## src/rtl/aes_sbox_dom_sched.sv

```systemverilog
// aes_sbox_dom_sched: round-robin scheduler feeding one shared pipelined DOM-masked AES S-box,
// gating issue on fresh randomness and tagging each byte with its requester ID through the pipe.
module aes_sbox_dom_sched #(
   parameter int d    = 2,
   parameter int NREQ = 4,
   parameter int LAT  = 2,
   parameter int RZW  = 18,
   parameter int RBW  = 8,
   localparam int W   = 8 * d,
   localparam int IDW = (NREQ > 1) ? $clog2(NREQ) : 1
) (
   input  logic              clk,
   input  logic              rst_n,
   input  logic [NREQ-1:0]   req_valid,
   input  logic [NREQ*W-1:0] req_data,
   output logic [NREQ-1:0]   req_ready,
   input  logic              rnd_valid,
   input  logic [RZW-1:0]    rnd_z,
   input  logic [RBW-1:0]    rnd_b,
   output logic              rnd_ready,
   output logic [W-1:0]      sbox_in,
   output logic [RZW-1:0]    sbox_rz,
   output logic [RBW-1:0]    sbox_rb,
   input  logic [W-1:0]      sbox_out,
   output logic              rsp_valid,
   output logic [IDW-1:0]    rsp_id,
   output logic [W-1:0]      rsp_data,
   output logic              busy,
   output logic              err_rnd
);
   logic [IDW-1:0]          ptr_q, ptr_d, g, ci;
   logic                    gnt, err_q, err_d;
   logic [LAT-1:0]          vld_q;
   logic [LAT-1:0][IDW-1:0] id_q;
   // Scan from ptr upward with wrap; the lowest offset that is requesting wins.
   always_comb begin
      g   = '0;
      ci  = '0;
      gnt = 1'b0;
      for (int k = NREQ - 1; k >= 0; k--) begin
         ci = IDW'((int'(ptr_q) + k) % NREQ);
         if (req_valid[ci]) begin
            g   = ci;
            gnt = 1'b1;
         end
      end
      gnt   = gnt & rnd_valid & rst_n;
      ptr_d = gnt ? ((g == IDW'(NREQ - 1)) ? '0 : g + 1'b1) : ptr_q;
      err_d = err_q | (busy & ~rnd_valid);
   end
   assign req_ready = gnt ? NREQ'(1) << g : '0;
   assign sbox_in   = gnt ? req_data[int'(g)*W +: W] : '0;
   assign sbox_rz   = rnd_z;
   assign sbox_rb   = rnd_b;
   assign busy      = |vld_q;
   assign rnd_ready = rnd_valid & (gnt | busy);
   assign rsp_valid = vld_q[LAT-1];
   assign rsp_id    = id_q[LAT-1];
   assign rsp_data  = sbox_out;
   assign err_rnd   = err_q;
   always_ff @(posedge clk or negedge rst_n) begin
      if (!rst_n) begin
         ptr_q <= '0;
         err_q <= 1'b0;
         vld_q <= '0;
         id_q  <= '0;
      end else begin
         ptr_q    <= ptr_d;
         err_q    <= err_d;
         vld_q[0] <= gnt;
         id_q[0]  <= g;
         for (int k = 1; k < LAT; k++) begin
            vld_q[k] <= vld_q[k-1];
            id_q[k]  <= id_q[k-1];
         end
      end
   end
endmodule

```

## config.mk

```make
export PLATFORM = sky130hd
export DESIGN_NAME = aes_sbox_dom_sched
export DESIGN_NICKNAME = d
export VERILOG_FILES = /design/src/rtl/aes_sbox_dom_sched.sv
export SDC_FILE = /design/constraint.sdc
export NUM_CORES = 1
export LEC_CHECK = 0
export BUFFER_PORTS_ARGS = -buffer_cell sky130_fd_sc_hd__buf_2
export CORE_MARGIN = 8
export CORE_UTILIZATION = 34
export CTS_CLUSTER_DIAMETER = 100
export DETAILED_ROUTE_END_ITERATION = 8
export MAX_ROUTING_LAYER = met4
export PLACE_DENSITY = 0.91
export REMOVE_ABC_BUFFERS = 1
export SETUP_SLACK_MARGIN = 0.5
export SYNTH_ARGS = -nofsm -noshare
export SYNTH_HDL_FRONTEND = slang
export SYNTH_SLANG_ARGS = --single-unit
```

## constraint.sdc

```tcl
create_clock -name clk -period 4.1 [get_ports clk]
set_clock_uncertainty 0.05 [all_clocks]
set_input_delay 0.82 -clock clk [delete_from_list [all_inputs] [get_ports clk]]
set_output_delay 0.82 -clock clk [all_outputs]
set_load 0.005 [all_outputs]
```

==> metrics.md <==
| Metric | Value |
|---|---|
| Status | finished, final reports clean |
| FFs w/ async S/R, synth | 100% |
| Number of synthesized flops with an enable pin | 0 |
| Fraction of layout cells with a size suffix above 1 | between 50% and 60% |
| Delay-heaviest family, CP | buffers and inverters |
| Post-CTS Hold Buffers | 0 |
| Routed length per placed instance | about 23 um |
| Yosys warns | 0 |
| # port buffers | 96 |
| Area contributors post-synth | buf_4, mux2i_1, dfrtp_1, o22ai_2, ha_1 |
| Setup TNS Final | 0 ps |
| GPL Wtd Cong | approximately 0.76 |
| TritonCTS clock tree | yes |
| Fin nets | just over 300 |
| Syn-to-layout area delta | 16.6% |
| Commonest cells in the synthesized netlist | buf_4, mux2i_1, dfrtp_1 |
| Fin cells | between 200 and 250 |
| DR iter-0 viols | 14 |
| Mapped Cells | 140 |
| CTS resizes | 0 |
| Power Dens Cells | 319 nW/um^2 |
| Setup bufs post-CTS | 0 |
| Max Slew Vio Count | 0 |
| Post-synth top area cell | buf_4 |
| Final setup fails | 0 |
| Drt drc | 0 |
| Drt pass-1 iters | 5 |
| Crit path DAT | around 2500 ps |
| #FFs+latches synth | 9 |
| FMAX | between 200 and 300 MHz |
| Clock sink total | 9 |
| Crit-path max FO | 20 |
| Antenna-violating nets left | 0 |
| MaxCap Viol Count | 0 |
| Data required time of the critical path | 3230 ps |
| Leakage | 0.922 nW |
| Core area | 3690 sq um |
| Total grt overflow | 0 |
| Slew HR | between 60% and 70% |
| Row Count | 22 |
| First-pass GRT wire length | slightly below 8000 um |
| Tcrit/Tclk final | about four fifths |
| Slew @ Worst Pin | just over 500 ps |
| FILL cells | about 380 |
| Initial core utilization | between 30% and 40% |
| GRT met1 Usage | 17.8% |
| Estimated wirelength of the detail-placed design | 4890 um |
| Worst Setup Start Kind | input pin |
| Worst path cell trace | buf_2 > nor3b_1 > a31oi_1 > nand3_2 > buf_12 > mux2i_1 > o22ai_2 > buf_2 |
| Initial antenna violation count | 0 |
| Placed Cells | around 230 |
| Num CTS Buffers | 3 |
| Crit path top cell by count | buf_2 |
| Vias in the first global route | approximately 1,400 |
| Global route hottest layer | met2 |
| Total power | between 400 and 500 uW |
| Fin crit period | around 3400 ps |
| HP Class | flip-flop to flip-flop |
| Bufs on Longest Clock Path | 2 |
| Cell variety after synth | 26 |
| Syn Area/Cell | between 9 and 10 sq um |
| RSZ-0062 raised after global routing | false |
| Buffers & Inverters on Critical Path | 3 |
| Drt total wl | ~5500 um |
| Met2 Track Usage GR | 23.0% |
| # IOs | about 180 |
| Clock Latency Late Sink | 240 ps |
| Post-synthesis cell area | approximately 1300 sq um |
| M3 GR Usage | approximately 18% |
| Crit path largest cell delay | 440 ps |
| Vias post-DR | about 1,200 |
| Post-synthesis sequential area ratio | 17.0% |
| Width of the die | roughly 78 um |
| GRT Total Usage | between 10% and 20% |
| Endpoints failing hold | 0 |
| Die area | 6140 sq um |
| Post-synth top area share | approximately a quarter |
| Critical path type | input pin to output pin |
| Peak VDD IR | 105 uV |
| Top FF cell, synth | dfrtp_1 |
| Largest net degree at the start of global routing | 21 |
| Clk slew on worst S/H paths | about 40 ps |
| CP endpoint kind | output pin |
| Most common cell in the synthesized netlist | buf_4 |
| Vias per cell | about 5.2 |
| CP max-delay cell | nand3_2 |
| H-tree depth | 1 |
| Ant diodes | 0 |
| DIE HEIGHT | just under 80 um |
| Root Driver | clkbuf_8 |
[state kept, by name (all words and copies together), names as in the netlist]
| signal | cells |
|---|---|
| rsp_id | 2 |
| vld_q | 2 |
| ptr_q | 2 |
| id_q | 2 |
| err_rnd | 1 |
[layer usage]
metal	routed length [um]	vias to the layer above	share of wire (%)
met5	0	-	0
met4	42	0	0.76
met3	1180	5	21
met2	2240	116	41
met1	2070	557	37
li1	-	549	-
[cells in the final DEF, fill, tap and decap left out, drive strengths merged]
master	netlist	routed
a21o	2	2
a21oi	1	1
a221oi	1	1
a31oi	1	1
and2	4	4
buf	51	97
clkbuf	0	4
dfrtp	9	9
ha	4	4
inv	4	4
mux2i	33	33
nand2	3	3
nand2b	1	1
nand3	1	1
nor2b	2	2
nor3b	1	1
o21a	1	1
o21ai	2	2
o22ai	16	16
o311a	1	1
or2	2	2
[worst paths after layout]
| path | from | endpoint | slack (ps) | cells past startpoint |
|---|---|---|---|---|
| max | req_valid[0] | sbox_in[11] | 740 | 8 |
| min | id_q[1]$_DFF_PN0_ | rsp_id[1]$_DFF_PN0_ | 290 | 0 |
| max reg2reg | ptr_q[0]$_DFFE_PN0P_ | ptr_q[1]$_DFFE_PN0P_ | 2060 | 7 |
| min reg2reg | id_q[1]$_DFF_PN0_ | rsp_id[1]$_DFF_PN0_ | 290 | 0 |
| max in group asynchronous | rst_n | vld_q[0]$_DFF_PN0_ | 3430 | 1 |
| min in group asynchronous | rst_n | vld_q[1]$_DFF_PN0_ | 380 | 1 |
[power by group]
part	switching, mW	internal (mW)	leakage (nW)
Clock	0.0352	0.0678	0.0228
Sequential	0.0129	0.106	0.106
Combinational	0.131	0.138	0.794
Total	0.179	0.312	0.922
[per-stage QoR]
step           setup slack (ps)  instance area [sq um]  hold WS [ps]  util [%]
2_1_floorplan               259                    930           281         -
3_3_place_gp                771                   1500           283      40.5
3_5_place_dp                694                   1500           286      40.5
4_1_cts                     698                   1540           295      41.8
5_1_grt                     593                   1540           298      41.8
6_report                    738                   1540           294      41.8
[kinds of logic (layout without fill, tap and decap cells)]
group | after synthesis | after routing | synth area share [%]
AND/OR/NAND/NOR | 14 | 14 | 6.82
adder cells (fa/ha/maj) | 4 | 4 | 3.79
flip-flops | 9 | 9 | 17.0
AO/OA/AOI/OAI | 25 | 25 | 16.6
multiplexers | 33 | 33 | 25.0
buffers and inverters | 55 | 105 | 30.8
[area by class of cell]
cell class              count  area (sq um)  share of cell area (%)
flip-flops and latches      9           225                    14.6
well taps                  48          60.1                    3.90
inverters                   4          15.0                   0.975
clock buffers               4          45.0                    2.92
multi-input cells          76           694                    45.1
repair buffers             97           500                    32.5
No activity file was read; power rests on OpenSTA's default activity.
